File: config.mk
export PLATFORM = sky130hd
export DESIGN_NAME = riscv_apb_bridge
export DESIGN_NICKNAME = d
export VERILOG_FILES = /design/src/rtl/riscv_periph_pkg.sv /design/src/rtl/riscv_apb_decoder.sv /design/src/rtl/riscv_apb_bridge.sv
export SDC_FILE = /design/constraint.sdc
export NUM_CORES = 1
export LEC_CHECK = 0
export ABC_AREA = 0
export BUFFER_PORTS_ARGS = -buffer_cell sky130_fd_sc_hd__buf_4
export CAP_MARGIN = 5
export CORE_AREA = 10 10 123 125
export CTS_CLUSTER_SIZE = 25
export DETAILED_ROUTE_END_ITERATION = 10
export DIE_AREA = 0 0 133 135
export HOLD_SLACK_MARGIN = 0.02
export PLACE_DENSITY = 0.74
export SLEW_MARGIN = 20
export SYNTH_ARGS = -nofsm -noshare
export SYNTH_HDL_FRONTEND = slang
export SYNTH_SLANG_ARGS = --single-unit
File: constraint.sdc
create_clock -name clk -period 6.25 [get_ports clk]
set_clock_uncertainty 0.2 [all_clocks]
set_input_delay 1.25 -clock clk [delete_from_list [all_inputs] [get_ports clk]]
set_output_delay 1.25 -clock clk [all_outputs]
set_load 0.01 [all_outputs]
File: src/rtl/riscv_periph_pkg.sv
// Shared definitions for the peripheral-bus initiator: bridge FSM states,
// address-window geometry and fixed slot assignments.
package riscv_periph_pkg;

  typedef enum logic [1:0] {
    ST_IDLE,
    ST_SETUP,
    ST_ACCESS,
    ST_ERR
  } state_e;

  localparam int unsigned ADDR_LOW_WIDTH = 12;

  localparam int unsigned SLV_GPIO  = 0;
  localparam int unsigned SLV_TIMER = 1;
  localparam int unsigned SLV_UART  = 2;

  function automatic int unsigned idx_width(input int unsigned n);
    return (n > 1) ? $clog2(n) : 1;
  endfunction

endpackage

File: src/rtl/riscv_apb_decoder.sv
// Address decoder: maps the address bits above the 4 KiB window to a one-hot
// slave select plus a hit flag; any window index >= NSLV is unmapped.
import riscv_periph_pkg::*;

module riscv_apb_decoder #(
  parameter int unsigned NSLV      = 4,
  parameter int unsigned HI_W      = 20,
  parameter int unsigned SLV_IDX_W = idx_width(NSLV)
) (
  input  logic [HI_W-1:0]      addr_hi_i,
  output logic                 hit_o,
  output logic [SLV_IDX_W-1:0] idx_o,
  output logic [NSLV-1:0]      sel_o
);

  // The whole upper field takes part in the hit test, so aliased windows
  // above the last slot report an error instead of wrapping onto a slave.
  always_comb begin
    hit_o = (addr_hi_i < HI_W'(NSLV));
    idx_o = addr_hi_i[SLV_IDX_W-1:0];
    sel_o = '0;
    for (int unsigned k = 0; k < NSLV; k++) begin
      sel_o[k] = hit_o && (idx_o == SLV_IDX_W'(k));
    end
  end

endmodule

File: src/rtl/riscv_apb_bridge.sv
// Peripheral-bus initiator: turns single core requests into setup/access
// transfers, returns read data and flags accesses to unmapped windows.
import riscv_periph_pkg::*;

module riscv_apb_bridge #(
  parameter int unsigned XLEN    = 32,
  parameter int unsigned NSLV    = 4,
  parameter int unsigned IDX_LSB = ADDR_LOW_WIDTH
) (
  input  logic                 clk,
  input  logic                 rstn,
  input  logic                 req_i,
  input  logic                 we_i,
  input  logic [XLEN-1:0]      addr_i,
  input  logic [XLEN-1:0]      wdata_i,
  output logic                 gnt_o,
  output logic                 rvalid_o,
  output logic [XLEN-1:0]      rdata_o,
  output logic                 err_o,
  output logic [NSLV-1:0]      psel_o,
  output logic                 penable_o,
  output logic                 pwrite_o,
  output logic [XLEN-1:0]      paddr_o,
  output logic [XLEN-1:0]      pwdata_o,
  input  logic [NSLV*XLEN-1:0] prdata_i
);

  localparam int unsigned SLV_IDX_W = idx_width(NSLV);
  localparam int unsigned HI_W      = XLEN - IDX_LSB;

  state_e                 state_q;
  logic [SLV_IDX_W-1:0]   idx_q;
  logic [NSLV-1:0]        psel_q;
  logic                   penable_q;
  logic                   pwrite_q;
  logic [XLEN-1:0]        paddr_q;
  logic [XLEN-1:0]        pwdata_q;
  logic                   rvalid_q;
  logic                   err_q;
  logic [XLEN-1:0]        rdata_q;

  logic                   dec_hit;
  logic [SLV_IDX_W-1:0]   dec_idx;
  logic [NSLV-1:0]        dec_sel;
  logic [XLEN-1:0]        slot_rdata;

  riscv_apb_decoder #(
    .NSLV      (NSLV),
    .HI_W      (HI_W),
    .SLV_IDX_W (SLV_IDX_W)
  ) u_dec (
    .addr_hi_i (addr_i[XLEN-1:IDX_LSB]),
    .hit_o     (dec_hit),
    .idx_o     (dec_idx),
    .sel_o     (dec_sel)
  );

  always_comb begin
    slot_rdata = prdata_i[32'(idx_q)*XLEN +: XLEN];
  end

  // Bus-side registers double as the request latch; they are cleared on
  // leaving ACCESS so address/data read as zero whenever no slave is selected.
  always_ff @(posedge clk or negedge rstn) begin
    if (!rstn) begin
      state_q   <= ST_IDLE;
      idx_q     <= '0;
      psel_q    <= '0;
      penable_q <= 1'b0;
      pwrite_q  <= 1'b0;
      paddr_q   <= '0;
      pwdata_q  <= '0;
      rvalid_q  <= 1'b0;
      err_q     <= 1'b0;
      rdata_q   <= '0;
    end else begin
      rvalid_q <= 1'b0;
      err_q    <= 1'b0;
      rdata_q  <= '0;
      case (state_q)
        ST_IDLE: begin
          if (req_i) begin
            if (dec_hit) begin
              state_q  <= ST_SETUP;
              idx_q    <= dec_idx;
              psel_q   <= dec_sel;
              pwrite_q <= we_i;
              paddr_q  <= addr_i;
              pwdata_q <= wdata_i;
            end else begin
              state_q <= ST_ERR;
            end
          end
        end
        ST_SETUP: begin
          penable_q <= 1'b1;
          state_q   <= ST_ACCESS;
        end
        ST_ACCESS: begin
          rvalid_q  <= 1'b1;
          rdata_q   <= pwrite_q ? '0 : slot_rdata;
          psel_q    <= '0;
          penable_q <= 1'b0;
          pwrite_q  <= 1'b0;
          paddr_q   <= '0;
          pwdata_q  <= '0;
          state_q   <= ST_IDLE;
        end
        ST_ERR: begin
          rvalid_q <= 1'b1;
          err_q    <= 1'b1;
          state_q  <= ST_IDLE;
        end
        default: state_q <= ST_IDLE;
      endcase
    end
  end

  assign gnt_o     = rstn && (state_q == ST_IDLE);
  assign rvalid_o  = rvalid_q;
  assign rdata_o   = rdata_q;
  assign err_o     = err_q;
  assign psel_o    = psel_q;
  assign penable_o = penable_q;
  assign pwrite_o  = pwrite_q;
  assign paddr_o   = paddr_q;
  assign pwdata_o  = pwdata_q;

endmodule

==> results_dict.tcl, run 1 <==
set metrics [dict create \
    status "finished, final reports clean" \
    crit_end "gnt_o" \
    r2r-end "psel_o[3]" \
    p_per_area_nw_per_um2 250 \
    gp_congestion 0.772 \
    final_core_util 0.577 \
    worst_pin_slew_ns 0.727 \
    worst_path_most_repeated_cell "buf_4" \
    cp_max_fo 52 \
    remaining_drc_errors 0 \
    portBuffers 300 \
    rows 41 \
    fin_tns_setup_ns 0 \
    r2r-start "state_q[0]" \
    grt_max_degree 70 \
    slowest_delay_ns 0.49 \
    relSlewSlack 0.516 \
    synth_mux_area_frac 0.163 \
    ctsHoldBuffers 0 \
    grtUsageTotal 0.169 \
    setup_violations 0 \
    cap_violations 0 \
    area_growth_pct 57.4 \
    p_sw_frac 0.295 \
    layoutNonFillerInstCount 770 \
    avgViaCountPerCell 4.91 \
    cts_made_buffers 9 \
    antenna_found_initial 1 \
    maxSlewViolCount 0 \
    critPathRequiredTime_ns 4.80 \
    avgSynthCellArea_um2 15.2 \
    min_period_over_period 0.567 \
    ir_drop_v 0.000127 \
    die_width_um 133 \
    hold_class "reg -> reg" \
    num_vias 3780 \
    end_kind "output pin" \
    core_area_um2 12600 \
    final_nets 792 \
    synth_nets 503 \
    p_total_mw 1.81 \
    pwr-share-comb 0.275 \
    rsz0062_at_grt "no" \
    yosysWarningCount 0 \
    synth_seq_cells 108 \
    synth_top_family_by_area "multiplexers" \
    period_minus_slack_ns 3.54 \
    startpoint "rstn" \
    r2r_slack_ns 3.97 \
    route.detailed.wl_per_inst_um 20.5 \
    synthAdderAreaFrac 0.0109 \
    drtAntennaViolNets 0 \
    clk_latency_ns 0.34 \
    root_buffer "clkbuf_16" \
    p_switching_uw 534 \
    path_clk_slew_ns 0.07 \
    die_h_um 135 \
    start_kind "primary input" \
    synth_area_um2 4610 \
    grt_pass1_vias 4209 \
    cts_sinks 108 \
    grt_pass1_wl_um 23900 \
    clock_path_buffers 2 \
    firstDrtPassIters 4 \
    seq_area_frac_synth 0.587 \
    hpwl_um 13000 \
    synth-simple-area-share 0.0983 \
    grt_overflow_total 0 \
    cts_tree "yes" \
    pwr-share-seq 0.443 \
    first_iter_violations 195 \
    crit_type "in -> out" \
    start_util 0.367 \
    dieArea_um2 18000 \
    worstPathArrival_ns 2.09 \
    internal_power_mw 1.28 \
    rr_worst_depth 6 \
    hold-worst-slack_ns 0.285 \
    crit_path_top_delay_cell "buf_4" \
    fill_cells 1042 \
    pwr-share-clk 0.282 \
    crit_chain "buf_4, and2_1, buf_4" \
    finalWirelength_um 15800 \
    dpl.cell_count 753 \
    drive_gt1_frac 0.601 \
    synth-compound-area-share 0.108 \
    cts_resized 0 \
    max_freq_mhz 282 \
    synth_cells 303 \
    p_leak_nw 3.68 \
    synth_cell_types 28 \
    synthXorXnorAreaFrac 0 \
    postCtsSetupBuffers 0 \
    hold_viol 0 \
    num_io_pins 301 \
    ctsHtreeMaxLevel 3 \
]
[cells in the mapped netlist]
library cell	number	area share
dfrtp_1	108	0.59
a22o_1	47	0.089
mux4_2	32	0.16
nor2b_1	32	0.043
and2_1	19	0.026
clkbuf_1	14	0.011
buf_2	5	0.0054
inv_1	5	0.0041
buf_6	4	0.0098
ha_1	4	0.011
o211ai_1	4	0.0065
o41ai_1	4	0.0076
nor2_1	3	0.0024
nor4_1	3	0.0041
mux2_2	2	0.0049
nand2_1	2	0.0016
nand2b_1	2	0.0027
nor4_4	2	0.0092
o21a_1	2	0.0033
a211oi_1	1	0.0016
and2_0	1	0.0014
buf_4	1	0.0016
mux2i_1	1	0.0022
nand3_1	1	0.0011
nand4_2	1	0.0027
nor3_1	1	0.0011
or2_2	1	0.0014
or3_1	1	0.0014
[critical path: cells and delay by family]
family,cells,cell delay (ns)
buffers and inverters,2,0.61
AND/OR/NAND/NOR,1,0.22
[metal layers]
layer / vias up / track usage / wire [um]
met5: - / 0 / 0
met4: 0 / 0.0611 / 260
met3: 19 / 0.0634 / 1440
met2: 189 / 0.305 / 8520
met1: 1863 / 0.174 / 5570
li1: 1709 / - / -
[power groups by stage]
stage | registers (mW) | clock network (mW) | logic (mW)
after floorplan | 0.853 | 0 | 0.187
after detailed placement | 0.819 | 0 | 0.507
after CTS | 0.806 | 0.531 | 0.507
final | 0.804 | 0.511 | 0.499
after global routing | 0.812 | 0.561 | 0.543
after global placement | 0.817 | 0 | 0.493
[cells by family (layout without fill, tap and decap cells)]
kind of cell / count (synthesis) / after routing
flip-flops: 108 / 108
AND/OR/NAND/NOR: 69 / 69
AO/OA/AOI/OAI: 58 / 58
multiplexers: 35 / 35
buffers and inverters: 29 / 323
adder cells (fa/ha/maj): 4 / 4
other: 0 / 1
[metrics by stage]
stage          area [um^2]  setup WS (ns)
6_report              7250           2.71
5_1_grt               7250           2.58
4_1_cts               7240           2.66
3_5_place_dp          6970           2.67
3_3_place_gp          6970           2.66
2_1_floorplan         4610           3.39
[how the worst min path moves through the flow]
stage,startpoint,endpoint,slack (ns),cells past startpoint
after floorplan,state_q[0],state_q[0],0.32,1
after global placement,paddr_o[31],paddr_o[31],0.27,1
after global routing,paddr_o[19],paddr_o[19],0.31,1
final,paddr_o[25],paddr_o[25],0.29,1
after CTS,paddr_o[25],paddr_o[25],0.29,1
after detailed placement,paddr_o[25],paddr_o[25],0.27,1
[registers in the layout (all words and copies together) (netlist names)]
signal / cells
psel_o: 4
paddr_o: 32
penable_o: 1
state_q: 2
err_o: 1
pwrite_o: 1
rdata_o: 32
idx_q: 2
pwdata_o: 32
rvalid_o: 1
[placed cells by master, fill, tap and decap left out, drive strengths merged]
| cell type | n |
|---|---|
| nand2b | 2 |
| nand2 | 2 |
| nand4 | 1 |
| mux2i | 1 |
| buf | 302 |
| mux2 | 2 |
| dfrtp | 108 |
| o21a | 2 |
| a211oi | 1 |
| o41ai | 4 |
| nor2 | 3 |
| nor4 | 5 |
| nand3 | 1 |
| clkbuf | 11 |
| nor3 | 1 |
| ha | 4 |
| o211ai | 4 |
| and2 | 20 |
| or3 | 1 |
| mux4 | 32 |
| inv | 7 |
| clkinv | 2 |
| nor2b | 32 |
| diode | 1 |
| or2 | 1 |
| clkinvlp | 1 |
| a22o | 47 |
[area by class of cell]
class                      instances  area [um^2]  share of cell area
inverter                           5         18.8             0.00259
multi-input combinational        166         1770               0.244
tap                              172          215              0.0297
timing repair buffer             302         2270               0.313
sequential                       108         2710               0.373
clock inverter                     5         35.0             0.00483
clock buffer                      11          233              0.0321
antenna                            1         2.50            0.000345
(Power assumes the default switching activity.)
==> run 2: changes to the inputs <==
- ABC_AREA: 0 -> 1
- CORE_AREA: 10 10 123 125 -> 10 10 127 129
- DIE_AREA: 0 0 133 135 -> 0 0 137 139
- PLACE_DENSITY: 0.74 -> 0.75
- clock period: 6.25 -> 2.85 ns (I/O delays scaled with it)
==> results_dict.tcl, run 2 <==
set metrics [dict create \
    core_area_um2 13700 \
    num_io_pins 301 \
    seq_area_frac_synth 0.543 \
    rows 43 \
    relSlewSlack 0.530 \
    die_width_um 137 \
    grt_overflow_total 0 \
    grt_pass1_vias 4992 \
    final_nets 1098 \
    min_period_over_period 0.769 \
    remaining_drc_errors 0 \
    antenna_found_initial 0 \
    rsz0062_at_grt "no" \
    cts_made_buffers 9 \
    yosysWarningCount 0 \
    period_minus_slack_ns 2.19 \
    ctsHoldBuffers 0 \
    cap_violations 0 \
    hold_viol 0 \
    start_util 0.364 \
    fin_tns_setup_ns 0 \
    grt_pass1_wl_um 28500 \
    netlist.area_leader.share 0.543 \
    drtAntennaViolNets 0 \
    cts_resized 0 \
    synth_cells 619 \
    avgViaCountPerCell 4.70 \
    dpl.cell_count 1067 \
    firstDrtPassIters 5 \
    end_kind "register" \
    ctsHtreeMaxLevel 3 \
    gp_congestion 0.918 \
    p_per_area_nw_per_um2 571 \
    pre_cts_ws_ns 0.431 \
    route.detailed.wl_per_inst_um 17.7 \
    setup_violations 0 \
    cts_tree "yes" \
    crit_type "reg -> reg" \
    synth_nets 819 \
    postCtsSetupBuffers 0 \
    worstPathArrival_ns 2.27 \
    synth_top_cells_by_count "nor2_1, nand2_1, dfrtp_1" \
    r2r_slack_ns 0.66 \
    dieArea_um2 19000 \
    synth_area_leaders "dfrtp_1, nor2_1, nand2_1" \
    cp_max_fo 45 \
    first_iter_violations 279 \
    hold_class "in -> async" \
    num_vias 5089 \
    final_common_cell "buf_4" \
    ir_drop_v 0.000474 \
    maxSlewViolCount 0 \
    avgSynthCellArea_um2 8.04 \
    async_flop_share 1.00 \
    layoutNonFillerInstCount 1083 \
    synth_edf_count 0 \
    synth_area_um2 4980 \
    drive_gt1_frac 0.369 \
    critPathRequiredTime_ns 2.93 \
    path_clk_slew_ns 0.07 \
    p_leak_nw 4.19 \
    finalWirelength_um 19100 \
    status "finished, final reports clean" \
    layout_common_cells "buf_4, nor2_1, nand2_1" \
    yosysTopAreaCell "dfrtp_1" \
    portBuffers 300 \
    root_buffer "clkbuf_16" \
    grtUsageTotal 0.188 \
    hpwl_um 14500 \
    max_freq_mhz 457 \
    layout_setup_ws_ns 0.659 \
    synth-main-ff-cell "dfrtp_1" \
    p_total_mw 4.35 \
    yosys.cell_count.top_type "nor2_1" \
    worst_pin_slew_ns 0.705 \
    grt_max_degree 66 \
    clock_path_buffers 2 \
    die_h_um 139 \
    synth_cell_types 21 \
    start_kind "register" \
    antennaDiodeCount 0 \
    cts_sinks 108 \
    clk_latency_ns 0.35 \
    area_growth_pct 53.2 \
    synth_seq_cells 108 \
]
## run 2: stage by stage
stage	instance area [um^2]	util	hold WS (ns)
2_1_floorplan	4980	-	0.0744
3_3_place_gp	7300	0.534	0.282
3_5_place_dp	7300	0.534	0.286
4_1_cts	7630	0.558	0.198
5_1_grt	7630	0.558	0.198
6_report	7630	0.558	0.194
## run 2: final cells by class
class                           instances  area [um^2]
Fill cell                            1301         6040
Clock buffer                           11          243
Tap cell                              180          225
Timing Repair Buffer                  309         2330
Clock inverter                          5         83.8
Sequential cell                       108         2700
Multi-Input combinational cell        440         1930
Inverter                               30          113
## run 2: power breakdown
group | switching (mW) | internal [mW]
registers | 0.0638 | 1.71
clock network | 0.558 | 0.798
logic | 0.713 | 0.514
total | 1.33 | 3.02
## run 2: logic make-up (layout without fill, tap and decap cells)
logic type | after synthesis | after routing | synth area share
compound gates | 101 | 101 | 0.102
fa+ha+maj | 4 | 4 | 0.0101
buf+inv | 71 | 355 | 0.0704
flops | 108 | 108 | 0.543
simple gates | 335 | 335 | 0.275
## run 2: final timing paths
| check | from | to | cells past startpoint |
|---|---|---|---|
| setup / recovery | state_q[0] | pwdata_o[14] | 8 |
| setup reg to reg | state_q[0] | pwdata_o[14] | 8 |
| max in group asynchronous | rstn | idx_q[0] | 2 |
| hold reg to reg | paddr_o[15] | paddr_o[15] | 2 |
| min in group clk | wdata_i[19] | pwdata_o[19] | 3 |
| hold / removal | rstn | rdata_o[22] | 2 |
## run 2: critical path, cell delays in order, from the launching register on
cell	delay [ns]
dfrtp_1	0.41
inv_1	0.11
ha_1	0.24
nand2_1	0.07
inv_1	0.09
nand3_4	0.24
nor2_8	0.54
nand2_1	0.12
nand2_1	0.08
## run 2: metal layers
metal	track usage	vias up	wire (um)
met4	0.0350	0	189
met5	0	-	0
met3	0.0707	11	1900
li1	-	2520	-
met1	0.223	2353	7540
met2	0.319	205	9490
==> run 3: changes to the inputs <==
- clock period: 2.85 -> 2 ns (I/O delays scaled with it)
==> results_dict.tcl, run 3 (synthesized netlist as in run 2, its figures left out) <==
set metrics [dict create \
    status "finished, final reports clean" \
    cts_made_buffers 9 \
    hpwl_um 14400 \
    die_h_um 139 \
    r2r_slack_ns 0.26 \
    firstDrtPassIters 4 \
    wl_met3_um 1920 \
    hold_depth 3 \
    period_minus_slack_ns 1.88 \
    setup_violations 0 \
    r2r-end "pwdata_o[14]" \
    gp_congestion 0.919 \
    ctsHtreeMaxLevel 3 \
    remaining_drc_errors 0 \
    r2r-start "state_q[0]" \
    worst_hold_path.endpoint "pwdata_o[9]" \
    maxSlewViolCount 0 \
    hold_viol 0 \
    core_area_um2 13700 \
    grt_pass1_wl_um 29000 \
    hold_start "wdata_i[9]" \
    cap_violations 0 \
    fin_tns_setup_ns 0 \
    cp_max_fo 5 \
    drtAntennaViolNets 0 \
    clk_latency_ns 0.35 \
    cts_sinks 108 \
    min_period_over_period 0.940 \
    worst_pin_slew_ns 0.623 \
    die_width_um 137 \
    clock_path_buffers 2 \
    end_kind "output pin" \
    root_buffer "clkbuf_16" \
    portBuffers 300 \
    grtUsageTotal 0.193 \
    area_growth_pct 57.1 \
    drive_gt1_frac 0.374 \
    first_iter_violations 241 \
    final_common_cell "buf_4" \
    num_vias 5155 \
    hold_class "in -> reg" \
    worstPathArrival_ns 1.28 \
    grt_pass1_vias 5139 \
    crit_type "reg -> out" \
    regArea_um2 2700 \
    rows 43 \
    cts_tree "yes" \
    ir_drop_v 0.000670 \
    grt_max_degree 109 \
    dr_wl_met2_um 9560 \
    dieArea_um2 19000 \
    rsz0062_at_grt "no" \
    final_nets 1113 \
    relSlewSlack 0.585 \
    avgViaCountPerCell 4.69 \
    rr_worst_depth 7 \
    max_freq_mhz 532 \
    postCtsSetupBuffers 0 \
    p_per_area_nw_per_um2 805 \
    start_util 0.364 \
    highest_layer "met4" \
    start_kind "register" \
    num_io_pins 301 \
    antenna_found_initial 2 \
    layout_common_cells "buf_4, nor2_1, nand2_1" \
    route.detailed.wl_per_inst_um 17.6 \
    grt_overflow_total 0 \
    path_clk_slew_ns 0.08 \
    fill_cells 1287 \
    p_total_mw 6.30 \
    finalWirelength_um 19400 \
    critPathRequiredTime_ns 1.40 \
    p_leak_nw 4.28 \
    wl_met1_um 7590 \
    multi_input_area_um2 1940 \
]
run 3: final cells by class:
type                            instances  area share
Clock buffer                            9      0.0288
Inverter                               30      0.0144
Antenna cell                            2    0.000640
Clock inverter                          7      0.0106
Tap cell                              180      0.0288
Multi-Input combinational cell        440       0.248
Timing Repair Buffer                  324       0.323
Sequential cell                       108       0.346
run 3: critical path, cell delays in order (launching register included):
cell and delay [ns]:
dfrtp_1 0.41, inv_1 0.13, ha_4 0.17, nand2_1 0.06, inv_1 0.05, buf_4 0.11
run 3: per-layer routing:
metal,GRT usage,up-vias
met5,0,-
met4,0.0733,0
met3,0.0649,18
met2,0.318,203
met1,0.224,2385
li1,-,2549
run 3: how the worst max path moves through the flow:
stage	startpoint	end	slack [ns]
2_1_floorplan	state_q[0]	paddr_o[10]	0.34
3_3_place_gp	addr_i[24]	paddr_o[0]	0.18
3_5_place_dp	addr_i[24]	pwdata_o[2]	0.14
4_1_cts	state_q[0]	gnt_o	0.01
5_1_grt	state_q[1]	gnt_o	0.007
6_report	state_q[1]	gnt_o	0.12
run 3: stage by stage:
step / instances / util / area (um^2) / setup slack (ns) / hold WS, ns
2_1_floorplan: 619 / - / 4980 / 0.336 / -0.0956
3_3_place_gp: 1074 / 0.543 / 7420 / 0.175 / 0.283
3_5_place_dp: 1074 / 0.543 / 7420 / 0.144 / 0.285
4_1_cts: 1098 / 0.571 / 7800 / 0.0134 / 0.0200
5_1_grt: 1100 / 0.572 / 7820 / 0.00653 / 0.0314
6_report: 1100 / 0.572 / 7820 / 0.120 / 0.0378
run 3: power by group:
| group | leakage [nW] | internal, mW | switching (mW) |
|---|---|---|---|
| logic | 2.65 | 0.866 | 1.03 |
| registers | 1.47 | 2.43 | 0.0964 |
| clock network | 0.150 | 0.997 | 0.877 |
run 3: what timing repair did:
action                     4_1_cts  5_1_grt
hold endpoints to repair       115        0
setup endpoints to repair        0        1
hold buffers                     8        0
gates resized for setup          0        3
